<file path="config.mk">
export PLATFORM = sky130hd
export DESIGN_NAME = fifo_axis_out
export DESIGN_NICKNAME = d
export VERILOG_FILES = /design/src/rtl/fifo_axis_out.sv
export SDC_FILE = /design/constraint.sdc
export NUM_CORES = 1
export LEC_CHECK = 0
export CORE_ASPECT_RATIO = 0.5
export CORE_MARGIN = 3
export CORE_UTILIZATION = 50
export CTS_BUF_LIST = sky130_fd_sc_hd__clkbuf_4
export DETAILED_ROUTE_END_ITERATION = 10
export GPL_TIMING_DRIVEN = 0
export PLACE_DENSITY = 0.84
export SYNTH_ARGS = -nofsm -noshare
export SYNTH_HDL_FRONTEND = slang
export SYNTH_SLANG_ARGS = --single-unit
</file>
<file path="constraint.sdc">
create_clock -name clk -period 7 [get_ports clk]
set_input_delay 1.4 -clock clk [delete_from_list [all_inputs] [get_ports clk]]
set_output_delay 1.4 -clock clk [all_outputs]
set_load 0.01 [all_outputs]
</file>
<file path="src/rtl/fifo_axis_out.sv">
// fifo_axis_out
//   Drain stage that sits after a synchronous FIFO. It pops the FIFO,
//   captures each word in a 2-entry in-order buffer and presents the words
//   as an AXI4-Stream master. With tready held high the stream carries one
//   beat per clock. Backpressure does not lose any data.
//
// Ports
//   clk            system clock, all logic on the rising edge
//   rst            asynchronous reset, active low
//   fifo_empty     registered empty flag from the FIFO
//   fifo_pop       pop strobe to the FIFO (combinational)
//   fifo_pop_data  FIFO read data, valid the cycle after an accepted pop
//   m_axis_tvalid  stream valid (registered)
//   m_axis_tready  stream ready from the consumer
//   m_axis_tdata   stream data, taken from the head buffer entry
//   m_axis_tlast   packet boundary marker (tied to 0 unless the feature is on)
//   level          output buffer occupancy, 0..2
//
// Optional feature: define FIFO_AXIS_OUT_LAST_EN to generate m_axis_tlast
// on every PKT_BEATS-th accepted beat.

module fifo_axis_out #(
  parameter int DATA_WIDTH = 16,
  parameter int PKT_BEATS  = 16
) (
  input  logic                  clk,
  input  logic                  rst,
  input  logic                  fifo_empty,
  output logic                  fifo_pop,
  input  logic [DATA_WIDTH-1:0] fifo_pop_data,
  output logic                  m_axis_tvalid,
  input  logic                  m_axis_tready,
  output logic [DATA_WIDTH-1:0] m_axis_tdata,
  output logic                  m_axis_tlast,
  output logic [1:0]            level
);

  logic [1:0]            occ;
  logic                  inflight;
  logic                  drain;
  logic [1:0]            occ_next;
  logic [DATA_WIDTH-1:0] buf0;
  logic [DATA_WIDTH-1:0] buf1;

  // A packet length below one beat is not a legal configuration, so nothing
  // is built for it.
  if (PKT_BEATS < 1) begin : g_pkt_beats_invalid
  end

  assign m_axis_tvalid = (occ != 2'd0);
  assign m_axis_tdata  = buf0;
  assign level         = occ;

  // The next occupancy also bounds the committed storage. A pop is issued
  // only when the word it returns is sure to have a free slot. Because
  // tready feeds this path, a slot freed by this cycle's drain can be
  // refilled at once.
  always_comb begin
    drain    = m_axis_tvalid & m_axis_tready;
    occ_next = occ + {1'b0, inflight} - {1'b0, drain};
    fifo_pop = ~fifo_empty & (occ_next <= 2'd1);
  end

  always_ff @(posedge clk or negedge rst) begin
    if (!rst) begin
      occ      <= 2'd0;
      inflight <= 1'b0;
    end else begin
      occ      <= occ_next;
      inflight <= fifo_pop & ~fifo_empty;
    end
  end

  // The buffer contents need no reset because tvalid qualifies them.
  // A word arriving while the queue drains from 2 goes to entry1, since the
  // old entry1 moves into the head position in the same cycle.
  always_ff @(posedge clk) begin
    if (drain && occ == 2'd2) begin
      buf0 <= buf1;
      if (inflight) buf1 <= fifo_pop_data;
    end else if (inflight) begin
      if (occ == 2'd0 || drain) buf0 <= fifo_pop_data;
      else                      buf1 <= fifo_pop_data;
    end
  end

`ifdef FIFO_AXIS_OUT_LAST_EN
  localparam int CW = $clog2(PKT_BEATS) + 1;
  localparam logic [CW-1:0] LAST_IDX = CW'(PKT_BEATS - 1);

  logic [CW-1:0] beat_cnt;

  assign m_axis_tlast = m_axis_tvalid & (beat_cnt == LAST_IDX);

  always_ff @(posedge clk or negedge rst) begin
    if (!rst) begin
      beat_cnt <= '0;
    end else if (drain) begin
      if (m_axis_tlast) beat_cnt <= '0;
      else              beat_cnt <= beat_cnt + 1'b1;
    end
  end
`else
  assign m_axis_tlast = 1'b0;
`endif

endmodule
</file>
# Yosys cells after proc, flatten, opt, wreduce, memory -nomap -nowiden
# Cells that the tools add are included.
# Widths: inputs -> output; s select.
# word_totals
regBits	35
elab_cells	28
# op_classes
addsub	2
order_cmp	1
n_eq_ne	2
muxes	7
bitwise_logic	4
reduce_logical	8
# ops
op	n
$mux 16	7
$reduce_bool 2->1	3
$reduce_and 2->1	2
$and 1x1->1	3
$add 2x1->2	1
$eq 2x2->1 const B	1
$le 2x1->1 const B	1
$logic_not 2->1	1
$ne 2x2->1 const B	1
$sub 2x1->2	1
$logic_and 1x1->1	1
$logic_or 1x1->1	1
$not 1->1	1

# Depth between registers and ports, before layout
# logic_depth
depth_word	6
ltp_mapped	7
depth_no_buf	7

# Worst setup path after synthesis
# OpenSTA, ideal clock, no wires.
# synth_timing
path_kind	input to output
from	input port m_axis_tready
to	output port fifo_pop
arrival_ps	2381
required_ps	5600
path_slack_ps	3219
path_stages	6
n_path_buf	0
path_cell_list	and2_1 ha_1 inv_1 ha_1 xor3_1 nor2_1
# synth_via
elab_chain_cells	4
# synth_lines
item	line	source
from (decl)	32	input logic m_axis_tready,
$and 1x1->1	59	drain = m_axis_tvalid & m_axis_tready;
$sub 2x1->2	60	occ_next = occ + {1'b0, inflight} - {1'b0, drain};
named net occ_next[1]	41	logic [1:0] occ_next;
$le 2x1->1	61	fifo_pop = ~fifo_empty & (occ_next <= 2'd1);
$and 1x1->1	61	
to (decl)	29	output logic fifo_pop,
# The timed path passes the listed nets, and every way through them passes these cells.

# Worst setup path after layout
# Ends and elaborated chain as after synthesis.

==> metrics <==
Die Ht around 43 um; Die Wd 80.57 um; final number of setup-violating endpoints 0; setup ws final roughly 2.1 ns; maximum clock rate around 200 MHz; vias in the first global route approximately 810; status completed; CTS Sinks 35; max-cap viol count 0; Internal around 560 uW; Reg clk slew, reported paths roughly 0.11 ns; fin cells 150; PD cells 396.3 mW/mm^2; TritonCTS buffer count 5; critical path's slowest cell clkdlybuf4s50_1; r2r endpoint inflight; Longest Clk Path Bufs 2; Slew Limit Fails 0; Setup TNS 0 ns; largest cells by area after synthesis edfxtp_1 (69%), mux2_4 (9.7%), mux2_2 (5.7%); Die Footprint between 0.003 and 0.004 mm^2; CP startpoint m_axis_tready; FF-to-FF path depth 7; hold slack ~0.56 ns; P_leak 0.0007456 uW; via count 757; RSZ-0062 raised after global routing no; cell taking the most area after synthesis edfxtp_1; hold crit path type reg -> reg; switch share between 20% and 30%; Psw about 210 uW; Port Buf Inserts 39; Mapped Cells 67; Synth Register Bits 35; htree depth 2; postcts setup bufs 0; area grow syn2layout 39.60%; Final Wtd Congestion roughly 0.73; min Tclk post-route a little under 5 ns; Post-DP Area approximately 0.0018 mm^2; placed instance count ~140; Worst path max stage delay 0.55 ns; I/O pin cnt slightly above 40; DRT Pass-1 Iters 4; synth unique cells 18; slew at the pin closest to its max-slew limit between 0.7 and 0.8 ns; post-synthesis sequential area ratio ~75%; row cnt 12; # DRC 0; syn nets 89; TritonCTS clock tree built; All-Layer GR Usage 16.27%; number of DRC markers in iteration 0 35; Synth top area share 69.13%; Final nets 136; largest net degree at the start of global routing 17; global route total overflow 0; first-pass GRT wire length approximately 4000 um; Slew HR 51.12%; nature of the critical path endpoint output port; crit start category primary input; final number of hold-violating endpoints 0; DR WL/cell 16.92 um; layout cell share with drive strength beyond 1 about a quarter; part of the power in registers 43.6%; crit-path cells clkdlybuf4s50_1 -> and2_1 -> ha_1 -> inv_1 -> ha_1 -> xor3_1 -> nor2_1 -> clkdlybuf4s50_1; period utilisation layout ~70%; initial antenna violation count 0; Comb pwr share approximately a third; most common cell after layout, fill and taps aside clkdlybuf4s50_1; Clock Power Share 23.6%; average cell area after synthesis ~21 um^2; antenna-violating nets left 0; Critical Path RT around 5.6 ns; peak fanout along the critical path 4; ANT cells 0; Worst R2R Setup Slack 5.08 ns; peak supply drop ~380 uV; hold_buf cts 0; clock skew about 0.0068 ns; post-route cell area about 0.0019 mm^2; Initial Utilization approximately 58%; Resize count post-CTS 0; drt total wl roughly 2500 um; Worst Setup EP fifo_pop; commonest cells after routing, fill and taps aside clkdlybuf4s50_1 (39), edfxtp_1 (32), mux2_4 (9), mux2_2 (7), clkbuf_4 (5); Yosys warnings 0; Post-Syn Area approximately 0.0014 mm^2; CTS Root Cell clkbuf_4; clk_lat worst skew between 0.3 and 0.4 ns; RR Startpoint level[1]; Place WS approximately 2.1 ns; Worst EP arrival roughly 3.5 ns; Setup CP Type in -> out; vias per inst just over 5; core area about 0.0024 mm^2
## layout make-up
class / instances / area, um^2
Buffer: 2 / 18.77
Clock buffer: 5 / 37.54
Clock inverter: 3 / 67.56
Timing Repair Buffer: 40 / 401.6
Inverter: 2 / 7.507
Multi-Input combinational cell: 28 / 327.8
Sequential cell: 35 / 1036
Tap cell: 35 / 43.79
Fill cell: 132 / 476.7
## flip-flops by register name, indices dropped and copies added, names as in the netlist
name,flops
buf1,16
m_axis_tdata,16
level,2
inflight,1
## through the flow
stage | total power [uW] | util, %
floorplan | 464.0 | -
global placement | 569.1 | 75.47
detailed placement | 597.4 | 75.93
CTS | 778.2 | 80.28
global route | 806.8 | 80.28
finish | 769.1 | 80.28
## worst max-delay path: cells and delay by family
family / cells / cell delay (ns)
buffers and inverters: 3 / 1.11
adders and majority gates: 2 / 0.42
and+or+nand+nor: 2 / 0.32
xor gates and xnor gates: 1 / 0.25
## power by group through the flow
stage	logic (uW)	clock network, uW	registers, uW
detailed placement	256	0	341
finish	252	182	335
global placement	233	0	336
CTS	257	185	337
global route	270	195	342
floorplan	108	0	355
## layer usage
layer | track usage (%) | share of wire, % | up-vias
li1 | - | - | 350
met1 | 17.61 | 40 | 373
met2 | 29.28 | 54 | 29
met3 | 5.932 | 4.8 | 5
met4 | 6.061 | 1.6 | 0
met5 | 0 | 0 | -
## cell families (layout without fill, tap and decap cells)
logic type	after synthesis	count (layout)	share of synthesized area [%]
AO/OA/AOI/OAI	2	2	1.080
adder cells (fa/ha/maj)	2	2	1.800
AND/OR/NAND/NOR	6	6	3.331
buffers and inverters	4	52	1.891
multiplexers	16	16	15.39
flip-flops	35	35	74.53
other	1	1	0.2698
XOR/XNOR	1	1	1.710
## cells in the mapped netlist
library cell / number
and2_1: 1
and3_1: 1
buf_4: 1
buf_6: 1
conb_1: 1
dfrtp_1: 3
edfxtp_1: 32
ha_1: 2
inv_1: 2
mux2_2: 7
mux2_4: 9
nand2_1: 1
nand3b_4: 1
nor2_1: 1
o21ai_0: 1
o21ba_2: 1
or2_2: 1
xor3_1: 1
## worst min path at each step
| stage | slack (ns) | depth (start not counted) | start | endpoint |
|---|---|---|---|---|
| 5_1_grt | 0.58 | 1 | buf1[4] | m_axis_tdata[4] |
| 3_5_place_dp | 0.54 | 1 | buf1[4] | m_axis_tdata[4] |
| 4_1_cts | 0.56 | 1 | buf1[4] | m_axis_tdata[4] |
| 6_report | 0.56 | 1 | buf1[4] | m_axis_tdata[4] |
| 3_3_place_gp | 0.53 | 1 | buf1[2] | m_axis_tdata[2] |
| 2_1_floorplan | 0.52 | 1 | buf1[0] | m_axis_tdata[0] |
Note: power is estimated with default switching activity, not from simulation.
